$ cat src/rtl/fixed_predictor_decoder.sv
// Fixed-predictor (orders 0-4) sample reconstruction: warm-up samples pass through,
// then each residual is added to a polynomial prediction over the last four outputs.
module fixed_predictor_decoder #(
  parameter int SAMPLE_W = 16,
  parameter int ACC_W    = 20
) (
  input  logic                       iClock,
  input  logic                       iReset,
  input  logic                       iStart,
  input  logic [2:0]                 iOrder,
  input  logic [15:0]                iBlockSize,
  input  logic                       iValid,
  input  logic signed [SAMPLE_W-1:0] iData,
  output logic signed [SAMPLE_W-1:0] oData,
  output logic                       oValid,
  output logic                       oDone,
  output logic                       oError,
  output logic                       oBusy
);

  localparam logic [1:0] IDLE   = 2'd0;
  localparam logic [1:0] WARMUP = 2'd1;
  localparam logic [1:0] DECODE = 2'd2;

  logic [1:0]                 state;
  logic [2:0]                 order_q;
  logic [15:0]                block_size_q;
  logic [15:0]                count;
  logic signed [SAMPLE_W-1:0] s1, s2, s3, s4;

  logic signed [ACC_W-1:0]    e1, e2, e3, e4;
  logic signed [ACC_W-1:0]    pred_p0;
  logic signed [ACC_W-1:0]    sum_p0;
  logic signed [SAMPLE_W-1:0] sample_p0;
  logic                       vld_p0;
  logic                       last_p0;
  logic                       start_ok_p0;
  logic [15:0]                count_next;

  function automatic logic signed [ACC_W-1:0] sext(input logic signed [SAMPLE_W-1:0] v);
    return ACC_W'(v);
  endfunction

  // Two's-complement wrap: keep the low SAMPLE_W bits of the accumulator.
  function automatic logic signed [SAMPLE_W-1:0] wrap_sample(input logic signed [ACC_W-1:0] acc);
    return SAMPLE_W'(acc);
  endfunction

  // Stage p0: prediction, residual add and end-of-subframe detection
  always_comb begin
    e1          = sext(s1);
    e2          = sext(s2);
    e3          = sext(s3);
    e4          = sext(s4);
    pred_p0     = '0;
    case (order_q)
      3'd1:    pred_p0 = e1;
      3'd2:    pred_p0 = (e1 <<< 1) - e2;
      3'd3:    pred_p0 = ((e1 <<< 1) + e1) - ((e2 <<< 1) + e2) + e3;
      3'd4:    pred_p0 = (e1 <<< 2) - ((e2 <<< 2) + (e2 <<< 1)) + (e3 <<< 2) - e4;
      default: pred_p0 = '0;
    endcase
    sum_p0      = sext(iData) + pred_p0;
    sample_p0   = (state == DECODE) ? wrap_sample(sum_p0) : iData;
    vld_p0      = iValid && ((state == WARMUP) || (state == DECODE));
    count_next  = count + 16'd1;
    last_p0     = vld_p0 && (count_next == block_size_q);
    start_ok_p0 = iStart && (state == IDLE) && !oBusy;
  end

  // Stage p1: registered outputs, history shift and control
  always_ff @(posedge iClock) begin
    if (!iReset) begin
      state        <= IDLE;
      order_q      <= '0;
      block_size_q <= '0;
      count        <= '0;
      s1           <= '0;
      s2           <= '0;
      s3           <= '0;
      s4           <= '0;
      oData        <= '0;
      oValid       <= 1'b0;
      oDone        <= 1'b0;
      oError       <= 1'b0;
      oBusy        <= 1'b0;
    end else begin
      oValid <= vld_p0;
      oDone  <= last_p0;
      if (vld_p0) begin
        oData <= sample_p0;
        s1    <= sample_p0;
        s2    <= s1;
        s3    <= s2;
        s4    <= s3;
        count <= count_next;
      end
      if (oDone) oBusy <= 1'b0;
      case (state)
        IDLE: begin
          if (start_ok_p0) begin
            if (iOrder > 3'd4) begin
              oError <= 1'b1;
            end else begin
              order_q      <= iOrder;
              block_size_q <= iBlockSize;
              count        <= '0;
              s1           <= '0;
              s2           <= '0;
              s3           <= '0;
              s4           <= '0;
              oError       <= 1'b0;
              oBusy        <= 1'b1;
              state        <= (iOrder == 3'd0) ? DECODE : WARMUP;
            end
          end
        end
        WARMUP: begin
          // A block no longer than the order finishes without entering DECODE.
          if (last_p0) state <= IDLE;
          else if (vld_p0 && (count_next == {13'd0, order_q})) state <= DECODE;
        end
        DECODE: begin
          if (last_p0) state <= IDLE;
        end
        default: state <= IDLE;
      endcase
    end
  end

endmodule
$ cat config.mk
export PLATFORM = sky130hd
export DESIGN_NAME = fixed_predictor_decoder
export DESIGN_NICKNAME = d
export VERILOG_FILES = /design/src/rtl/fixed_predictor_decoder.sv
export SDC_FILE = /design/constraint.sdc
export NUM_CORES = 1
export LEC_CHECK = 0
export ABC_AREA = 1
export CAP_MARGIN = 0
export CORE_UTILIZATION = 40
export DETAILED_ROUTE_END_ITERATION = 8
export GPL_ROUTABILITY_DRIVEN = 1
export HOLD_SLACK_MARGIN = 0.05
export PLACE_DENSITY_LB_ADDON = 0.12
export SLEW_MARGIN = 30
export SYNTH_ARGS = -nofsm -noshare
export SYNTH_HDL_FRONTEND = slang
export SYNTH_SLANG_ARGS = --single-unit
$ cat constraint.sdc
create_clock -name iClock -period 5.5 [get_ports iClock]
set_input_delay 1.375 -clock iClock [delete_from_list [all_inputs] [get_ports iClock]]
set_output_delay 1.375 -clock iClock [all_outputs]
set_load 0.05 [all_outputs]
# After elaboration in Yosys (flattened, before gate mapping)
# Index checks and enable logic that the tools add are counted.
# totals
reg_bits	121
in_bits	39
output_inout_bits	20
wordCells	84
# op_classes
add_sub_neg	11
n_lt_le_gt_ge	1
eq_ne	12
muxes	34
bitwise	1
n_reduce_logical	12
# op_table
operator	count
two-way mux 16 bit	21
adder 16 bit	6
case mux 16 bit (4 select lines)	1
subtractor 16 bit	4
adder 16 x 1 -> 16 bit (second input constant)	1
== test 16 bit	1
== test 16 x 3 -> 1 bit	1
two-way mux 2 bit	6
== test 3 x 2 -> 1 bit (second input constant)	2
inequality test 2 bit (second input constant)	3
case mux 2 bit (3 select lines)	1
logical AND 1 bit	5
two-way mux 1 bit	5
AND reduction 4 bit	1
== test 3 x 1 -> 1 bit (second input constant)	1
== test 3 bit (second input constant)	1
> comparator 3 bit (second input constant)	1
zero test 3 bit	1
inequality test 3 x 2 -> 1 bit (second input constant)	1
AND reduction 3 bit	1
== test 2 x 1 -> 1 bit (second input constant)	1
== test 2 bit (second input constant)	1
zero test 2 bit	1
AND reduction 2 bit	1
3 further kinds	3

# Longest topological paths before layout
# Gate-level depths: netlist of the first run.
# depth
word_depth	11
depth_mapped	31
ltp_nobuf	31

# Least setup slack after synthesis of the first run
# No wires, ideal clock.
# synth_path
kind	flip-flop to flip-flop
startpoint	register s1[4]
endpoint	register oData[15]
arrival_time_ns	4.978
required_time_ns	5.430
path_slack_ns	0.451
path_stages_with_launch	30
cell_sequence	dfxtp_1 > inv_1 > fa_1 > inv_1 > fa_1 > inv_1 > fa_1 > inv_1 > ha_1 > inv_1 > o21bai_1 > nand3_1 > nand2_1 > a21oi_1 > or2_2 > nand2_1 > a21oi_1 > or2_2 > nand3_1 > o2111ai_1 > ha_1 > a21o_1 > a21oi_1 > o21ai_0 > a21oi_1 > o21bai_1 > nand3_1 > nand2_1 > nand3_1 > a21oi_1
# synth_between
elab_chain_cells	6
# synth_rtl
element	line_no	text
start: declaration	29	logic signed [SAMPLE_W-1:0] s1, s2, s3, s4;
start signal: assignment	92	s1 <= sample_p0;
adder 16 bit / subtractor 16 bit (equally long branches)	59, 60	
subtractor 16 bit / adder 16 bit (equally long branches)	59, 60	
adder 16 bit / subtractor 16 bit (equally long branches)	59, 60	
case mux 16 bit (4 select lines) (*)	56	case (order_q)
adder 16 bit (*)	63	sum_p0 = sext(iData) + pred_p0;
two-way mux 16 bit (*)	64	sample_p0 = (state == DECODE) ? wrap_sample(sum_p0) : iData;
end signal: assignment	91	oData <= sample_p0;
end: declaration	14	output logic signed [SAMPLE_W-1:0] oData,
# Mark *: on every way between the ends. The rest lies on a longest branch, timed or not.
# A chain may end at the register's enable or synchronous reset.

# Final worst setup path of the first run
# layout_path
startpoint	register s1[4]
endpoint	register s1[15]
# layout_between
elab_chain_cells	10
# layout_rtl
element	line_no	text
adder 16 bit / subtractor 16 bit (equally long branches)	59, 60	
subtractor 16 bit / adder 16 bit (equally long branches)	59, 60	
adder 16 bit / subtractor 16 bit (equally long branches)	59, 60	
case mux 16 bit (4 select lines) (*)	56	
adder 16 bit (*)	63	
two-way mux 16 bit (*)	64	
two-way mux 16 bit (*)	90	if (vld_p0) begin
two-way mux 16 bit	102	if (iOrder > 3'd4) begin
two-way mux 16 bit	101	if (start_ok_p0) begin
two-way mux 16 bit (*)	99	case (state)
# Marked as above.

==> run summary, run 1 <==
The flow ran to the end, and the final reports show no timing, DRC or antenna violations. The filler-free cell count of the finished design is 1902. The endpoint type of the worst setup path is a flop. For this run, the share of the core covered by cells in the final layout is between 40 and 50%. The count of endpoints failing hold in the final timing report is 0. The number of flip-flops and latches in the synthesized netlist came out at 121. The cell sitting at the root of the clock tree is a clkbuf_16. During placement, the flow inserted port buffers numbering 58. For the pin with the worst max-slew slack, the measured transition is 0.8341 ns.

The worst setup path is launched from a flop. The number of max-slew violations in the final report is 0. The highest clock rate came out at 192.0 MHz. The HPWL after detailed placement is about 23000 um. The count of inserted antenna diode cells came out at 0. The residual overflow from global routing came out at 0.

The number of max-cap violations is 0. The overall global routing resource usage came out at between 20 and 25%. The DRC violation count after routing came out at 0. For this run, the slowest stage of the critical path takes 0.53 ns. The maximum fanout encountered on the critical timing path came out at 5. The depth of the CTS H-tree is 4. The clock-pin slew on the worst setup and hold paths came out at around 0.07 ns.

The number of nets in the layout came out at 1749. The cell total after placement came out at 1867. The share of post-route cells with drive strength above 1 is 9.224%. The sequential fraction of the synthesis area came out at 23.03%.

Counting stages on the worst path, the most repeated cell is inv_1. The final worst clock skew is between 0.015 and 0.02 ns. The boundary pin count is approximately 60. The via count of the first global-routing pass is roughly 9200. The worst path arrival time came out at 5.59 ns. In this run the horizontal extent of the chip is 164.2 um.

The critical path is of the reg2reg type. The number of nets produced by synthesis is 1663. Across all setup checks in the final design, the least slack found is 0.2907 ns. The number of synthesized flops with an enable pin came out at 0.

The synthesized area per cell is 7.140 um2. Leaving out fill and tap cells, the most frequent cell in the layout is nand2_1. The worst endpoint required time is 5.88 ns. The overall via count from detail_route is slightly below 10000. The critical-path cell with the highest stage delay is fa_1. The ratio of final minimum period to clock period came out at 94.72%. The first-pass GRT wire length is around 47000 um.

The number of hold buffers added after CTS was 0. The type of the worst min-delay path is reg2reg. The worst path needs approximately 5.2 ns of the cycle, external delays included. In this run the core area contains 58 standard-cell rows. The number of buffers inserted during clock tree synthesis came out at 17. Of all flip-flops after synthesis, the portion carrying an async set or reset was 0%.

After floorplanning, the core was sized to cover 25470 um2. The top cell types in the final layout, fill and taps aside, are nand2_1, inv_1, nor2_1. The top flip-flop cell by instance count after synthesis is dfxtp_1.

The initial antenna violation count came out at 0. The summed instance area of the synthesized netlist is 10520 um2. The routability congestion estimate is 0.9249. Headroom to the max-slew limit came out at 44.33%.

The maximum count of clock buffers along a single path came out at 2. Dividing the detail-routed wire length by the instance count gives 15.28 um. The first-pass iteration count of the detailed router is 5. For this block, the routed nets add up to 29060 um of wire. The number of sinks on the clock net came out at 121. The synthesized netlist cell count came out at 1473.

The yosys synthesis warning count is 0. The worst slack at placement is -0.02825 ns. The first routing iteration left roughly 640 violations. After synthesis, the netlist uses 43 different library cells. The maximum number of pins on one net before global-route repair is 68. At the later pin of the worst-skew pair, clock insertion delay measures about 0.44 ns. The detail route stage leaves a number of antenna-violating nets equal to 0.

The vertical die dimension is 164.2 um. The area overhead of the layout relative to synthesis came out at 18.95%. Setup violations remaining at the end of the flow were counted as 0. The area of the die came out at about 27000 um2.

The routed via count divided by cell count is 5.060. The CTS tree is done. The starting utilization of the core area is 41.29%.
-- per-layer routing --
| metal | share of wire (%) | global-route usage [%] | vias to the layer above |
|---|---|---|---|
| met4 | 0.95 | 4.672 | 0 |
| met2 | 42 | 33.53 | 193 |
| met5 | 0 | 0 | - |
| met3 | 4.5 | 3.409 | 22 |
| met1 | 52 | 34.83 | 4491 |
| li1 | - | - | 4919 |
-- flip-flops by register name, indices dropped and copies added, names as in the netlist --
register	count
block_size_q	16
count	16
oBusy	1
oData	16
oDone	1
oError	1
oValid	1
order_q	3
s1	16
s2	16
s3	16
s4	16
state	2
-- per-stage QoR --
step                      setup TNS (ns)  area, um2  hold WS (ns)
after CTS                              0      12300        0.4660
after global placement          -0.08571      11700        0.4539
after global routing            -0.07366      12510        0.4790
final                                  0      12510        0.4623
after floorplan                        0      10520        0.4304
after detailed placement         -0.1006      11700        0.4573
-- worst max-delay path, delay by kind of cell, from the launching register on --
family / cells / cell delay, ns
flops: 1 / 0.33
compound gates: 10 / 1.37
buf+inv: 5 / 0.27
simple gates: 9 / 1.09
fa+ha+maj: 5 / 2.09
-- Yosys cell counts, types with 3 or more instances --
master     count  area share, %
a21o_1         4           0.29
and3_1         3           0.18
o21ai_0       67            3.2
o211ai_1       3           0.21
nand4_1       14           0.83
inv_1        277            9.9
or2_2          8           0.48
o2111ai_1      9           0.75
dfxtp_1      121             23
nand3_1       65            3.1
xor2_1        18            1.5
nand2_1      283             10
nand3_2        3           0.29
a31oi_1        9           0.54
nor3_1        17           0.81
o22ai_1        4           0.24
a21oi_1      136            6.5
clkinv_1       3           0.11
a211oi_1      50            3.6
clkbuf_1      33            1.2
o31ai_1        3           0.21
nor2_1       140            5.0
fa_1          83             16
o21bai_1       8           0.57
buf_1          3           0.11
xnor2_1       16            1.3
nand3b_1       5           0.36
ha_1          68            8.1
-- path summary, 6_finish.rpt --
path | from | end | slack, ns | cells after the start
worst max-delay path | s1[4] | s1[15] | 0.29 | 29
worst min-delay path | oData[5] | oData[5] | 0.46 | 2
worst max register to register | s1[4] | s1[15] | 0.29 | 29
worst min register to register | oData[5] | oData[5] | 0.46 | 2
-- timing repair --
item,4_1_cts,5_1_grt
pin swaps,0,12
setup endpoints to repair,4,17
gates resized for setup,2,56
buffers inserted,0,3
-- kinds of logic (layout without fill, tap and decap cells) --
group,count (synthesis),after routing,share of synthesized area [%]
AO/OA/AOI/OAI,302,302,16.74
buffers and inverters,319,418,11.42
adder cells (fa/ha/maj),151,151,23.89
flip-flops,121,121,23.03
AND/OR/NAND/NOR,543,543,21.51
XOR/XNOR,37,37,3.414
-- layout make-up --
type / instances / area [um2]
fill: 2557 / 12960
multi-input combinational: 1033 / 7076
sequential: 121 / 2440
inverter: 282 / 1059
timing repair buffer: 104 / 925.9
clock buffer: 17 / 425.4
tap: 330 / 412.9
clock inverter: 15 / 172.7
Power of run 1 is left out: the tool's default activity adds up to more than one toggle a clock period on the data nets, which glitch-free logic cannot reach.
==> inputs of run 2 (changes only) <==
Settings changed: CTS_BUF_LIST set to sky130_fd_sc_hd__clkbuf_16, REMOVE_ABC_BUFFERS set to 1.
==> run summary, run 2 (synthesis results as in run 1) <==
The run finished with clean final reports. The count of endpoints failing hold in the final timing report is 0. Leaving out fill and tap cells, the most frequent cell in the layout is nand2_1.

The HPWL after detailed placement is roughly 23000 um. The initial antenna violation count is 0. The vertical die dimension came out at ~160 um. The width of the die is 164.2 um. The remaining antenna violation count came out at 0. After clock tree synthesis, the clock-pin slew on the worst setup and hold paths is 0.06 ns. CTS built an H-tree with a depth of 4.

The routability congestion estimate came out at slightly below 0.9. The critical-path cell with the highest stage delay is fa_1. The slew at the pin with the worst max-slew slack came out at 0.9752 ns. The post-layout utilization of the core came out at between 40% and 50%. The final worst clock skew came out at 0.01243 ns. The repair_antennas step left the layout with diodes totalling 0.

The number of sinks on the clock net is 121. The CTS tree is done. The core footprint is 25470 um2.

The number of max-slew violations in the final report is 0. Cells with a size suffix above 1 make up between 10% and 20% of the layout. The critical path's largest stage delay came out at about 0.54 ns. The final route contains 9632 vias. The setup total negative slack came out at 0 ns. The ratio of final minimum period to clock period came out at between 90% and 100%.

The overall global routing resource usage came out at about a quarter. Pin placement for this block handled just under 60 I/O pins. The critical setup path kind is reg2reg. The maximum fanout encountered on the critical timing path came out at 5.

On the final layout, the worst hold slack is 0.4686 ns. The number of nets in the layout came out at 1752. The overall routed net length is about 30000 um.

The endpoint type of the worst setup path is a flop. The root buffer cell is clkbuf_16. The first-pass GRT wire length came out at 48600 um. The number of max-cap violations is 0. The max-slew headroom at the worst pin is 34.64%.

The row count came out at 58. The count of hold buffers inserted by post-cts repair came out at 0. The library cells used most frequently in the layout, excluding fill and tap cells, are nand2_1, inv_1, nor2_1. The residual overflow from global routing came out at 0. The DRC violation count after routing came out at 0.

Setup violations remaining at the end of the flow were counted as 0. Dividing the detail-routed wire length by the instance count gives around 16 um. In this run, CTS created clock tree buffers numbering 17. Entering global routing, the biggest net connects 67 pins. The first-pass iteration count of the detailed router is 7. The insertion delay of the later-clocked pin in the worst-skew pair came out at 0.44 ns. The area of the die came out at 26950 um2. STA classifies the critical path startpoint as a flop. The post-route minimum period is 5.277 ns. The highest clock rate is 189.5 MHz. The worst path arrival time came out at 5.64 ns. The clock passes through at most 2 buffers. The routed via count divided by cell count came out at 5.056.

The area overhead of the layout relative to synthesis came out at 20.27%. The number of buffers inserted by port buffering came out at 58. The type of the worst min-delay path is reg2reg. The violation count after the first detailed-route iteration is 588. Data on the critical path is required at its endpoint by 5.86 ns. Once the floorplan was initialized, standard cells occupied between 40% and 50% of the core. The via count of the first global-routing pass came out at 9609.
==> run 2: cell count changes in the layout (fill, tap and decap cells not counted), sizes merged <==
cell	previous run	this run
buf	46	49
clkinvlp	1	3
inv	290	288
==> run 2: final timing paths <==
path	start	endpoint	slack, ns	cells after the start
worst max register to register	s2[5]	s1[15]	0.22	28
worst min register to register	oData[5]	oData[5]	0.47	2
worst min-delay path	oData[5]	oData[5]	0.47	2
worst max-delay path	s2[5]	s1[15]	0.22	28
==> run 2: worst max-delay path, delay by kind of cell (launching register included) <==
family | cells | cell delay [ns]
AO/OA/AOI/OAI | 9 | 1.13
AND/OR/NAND/NOR | 9 | 1.21
buffers and inverters | 5 | 0.36
flip-flops | 1 | 0.32
adder cells (fa/ha/maj) | 5 | 2.18
==> run 2: through the flow <==
stage	setup slack (ns)	std cells	area, um2
6_report	0.2234	1905	12650
3_5_place_dp	-0.1189	1866	11710
3_3_place_gp	-0.1031	1866	11710
4_1_cts	0.002632	1898	12290
5_1_grt	-0.07692	1905	12650
2_1_floorplan	-0.5471	1436	10380
==> run 2: layout make-up <==
cell class                 instances  area (um2)
clock inverter                    15       155.1
timing repair buffer             107       960.9
tap                              330       412.9
multi-input combinational       1033        7206
sequential                       121        2431
clock buffer                      17       425.4
fill                            2587       12820
inverter                         282        1059
==> run 2: routing by layer <==
layer	vias up	track usage (%)	share of wire (%)
li1	4908	-	-
met1	4537	31.25	48
met2	150	38.68	47
met3	37	3.636	3.4
met4	0	7.281	1.9
met5	-	0	0
==> run 2: timing repair <==
action	CTS	global route
buffers inserted	0	7
setup endpoints to repair	4	15
gates resized for setup	2	73
pin swaps	0	20
endpoints found under the hold margin	0	0
Power of run 2 is left out for the same reason.
==> inputs of run 3 (changes only) <==
==> constraint.sdc (replaced) <==
create_clock -name iClock -period 5.5 [get_ports iClock]
set_input_delay 1.1 -clock iClock [delete_from_list [all_inputs] [get_ports iClock]]
set_output_delay 1.1 -clock iClock [all_outputs]
set_load 0.05 [all_outputs]
==> run summary, run 3 (synthesis results as in run 1) <==
The row count is slightly below 60. The via count of the first global-routing pass is 9384. The root buffer cell is clkbuf_16. For this block, the routed nets add up to about 30000 um of wire. In the layout the commonest cells are nand2_1, inv_1, nor2_1. The share of post-route cells with drive strength above 1 came out at 9.790%. TritonCTS built the clock tree. The slew at the pin with the worst max-slew slack is 0.9667 ns. The initial antenna violation count came out at 0. The number of sinks on the clock net is 121. The later pin in the worst-skew pair is clocked with a latency of 0.44 ns. The worst setup path is launched from a flop. The starting utilization of the core area is 41.29%. Relative to the synthesized area, the layout overhead comes to 19.49%.

The critical path is of the reg2reg type. In the global route stage, overall resource usage came out at 23.02%. The instance area after placement is between 10000 and 15000 um2. In this run the tool buffered the top-level ports with 58 buffer cells. Along the worst hold path, the cell count comes to 2.

The worst path arrival time is roughly 5.6 ns. STA classifies the critical path endpoint as a flop. The cell family contributing the most delay on the critical path is adder cells. The HPWL after detailed placement came out at between 20000 and 25000 um. In this run the vertical extent of the chip is 164.2 um.

The maximum fanout encountered on the critical timing path is 5. The first detailed-routing pass ran for 5 iterations. The routed via count divided by cell count is 5.059. The number of setup violations in the final report is 0. The number of buffer and inverter instances along the worst setup path came out at 5. In the final routed layout, each cell accounts on average for 15.39 um.

The library cell used most frequently in the layout, excluding fill and tap cells, is nand2_1. CTS built an H-tree with a depth of 4. The number of max-cap violations came out at 0.

The critical path's largest stage delay is ~0.54 ns. The remaining antenna violation count is 0. The number of fillers in the final layout came out at between 2000 and 3000. The area of the die is 26950 um2.

The clock-pin slew on the worst setup and hold paths came out at 0.06 ns. The worst endpoint required time came out at 5.86 ns. The routability congestion estimate came out at 0.9047. The routed length on met2 came out at 13480 um. The overall via count from detail_route is 9627. Entering global routing, the biggest net connects 66 pins. The count of inserted antenna diode cells is 0. The first-pass GRT wire length is between 40000 and 50000 um. For this block, wires on met1 add up to 14200 um.

The count of endpoints failing hold in the final timing report was 0. The worst reg2reg path depth came out at 29. The ratio of final minimum period to clock period came out at 95.58%. The width of the die came out at 164.2 um.

The slowest stage of the critical path is the fa_1 cell. The total length of routed met3 wires is 1111 um. The highest clock rate is 190.2 MHz.

The number of max-slew violations in the final report was 0. The DRC violation count after routing came out at 0. The residual overflow from global routing came out at 0. The net count of the finished layout is 1750. The finished cells cover 12570 um2. The cell count along the critical path came out at 29. The number of clock buffers added by TritonCTS is 17. The flow ran to the end, and the final reports show no timing, DRC or antenna violations. The count of hold buffers inserted by post-cts repair is 0. The maximum count of clock buffers along a single path is 2.

The core footprint came out at 25470 um2. The boundary pin count is 59. The max-slew headroom at the worst pin came out at about a third. The path class of the tightest hold or removal check is reg2reg.

The post-route minimum period came out at 5.257 ns. The highest metal layer carrying signal wires in the routed design is met4. On the final layout, the worst clock skew is about 0.014 ns.

The first routing iteration left 535 violations. Setup repair after global routing could not meet its margin everywhere.
-- run 3: cell types whose count changed in the layout (fill, tap and decap cells not counted), moves of 2 or more --
cell and change:
clkinvlp_4 -3, o21bai_1 +2, o21ai_1 +4, inv_1 -2, inv_2 +2, inv_6 +2, o21ai_2 -3, dfxtp_4 +2
-- run 3: worst paths after layout --
path,end,slack (ns),start
worst max-delay path,oData[15],0.24,s1[4]
worst min-delay path,oData[4],0.47,oData[4]
worst max register to register,oData[15],0.24,s1[4]
worst min register to register,oData[4],0.47,oData[4]
-- run 3: per-stage QoR --
| stage | setup slack [ns] | hold WS (ns) | utilization, % | setup TNS (ns) | cells |
|---|---|---|---|---|---|
| 5_1_grt | -0.09090 | 0.4810 | 49.34 | -0.1577 | 1903 |
| 4_1_cts | 0.02626 | 0.4695 | 48.25 | 0 | 1900 |
| 3_5_place_dp | 0.05766 | 0.4582 | 45.98 | 0 | 1868 |
| 6_report | 0.2433 | 0.4660 | 49.34 | 0 | 1903 |
| 2_1_floorplan | -0.2721 | 0.4304 | - | -0.5256 | 1436 |
| 3_3_place_gp | 0.1044 | 0.4550 | 45.98 | 0 | 1868 |
-- run 3: worst min-delay path: cells and delay by family (launching register included) --
kind	cells	cell delay (ns)
compound gates	1	0.05
flops	1	0.31
simple gates	1	0.06
-- run 3: layout make-up --
| cell class | instances | area, um2 | share of cell area (%) |
|---|---|---|---|
| Clock buffer | 17 | 425.4 | 3.385 |
| Clock inverter | 15 | 152.6 | 1.215 |
| Inverter | 282 | 1059 | 8.423 |
| Multi-Input combinational cell | 1033 | 7147 | 56.87 |
| Sequential cell | 121 | 2437 | 19.39 |
| Tap cell | 330 | 412.9 | 3.286 |
| Timing Repair Buffer | 105 | 933.4 | 7.427 |
-- run 3: repair_timing --
item	in CTS	in global routing
buffers inserted	0	3
gates resized for setup	0	70
endpoints found under the setup margin	0	12
-- run 3: layer usage --
layer,track usage (%),vias to the layer above
met4,6.944,0
met3,3.636,33
met2,36.71,168
li1,-,4908
met5,0,-
met1,31.83,4518
Power of run 3 is left out for the same reason.
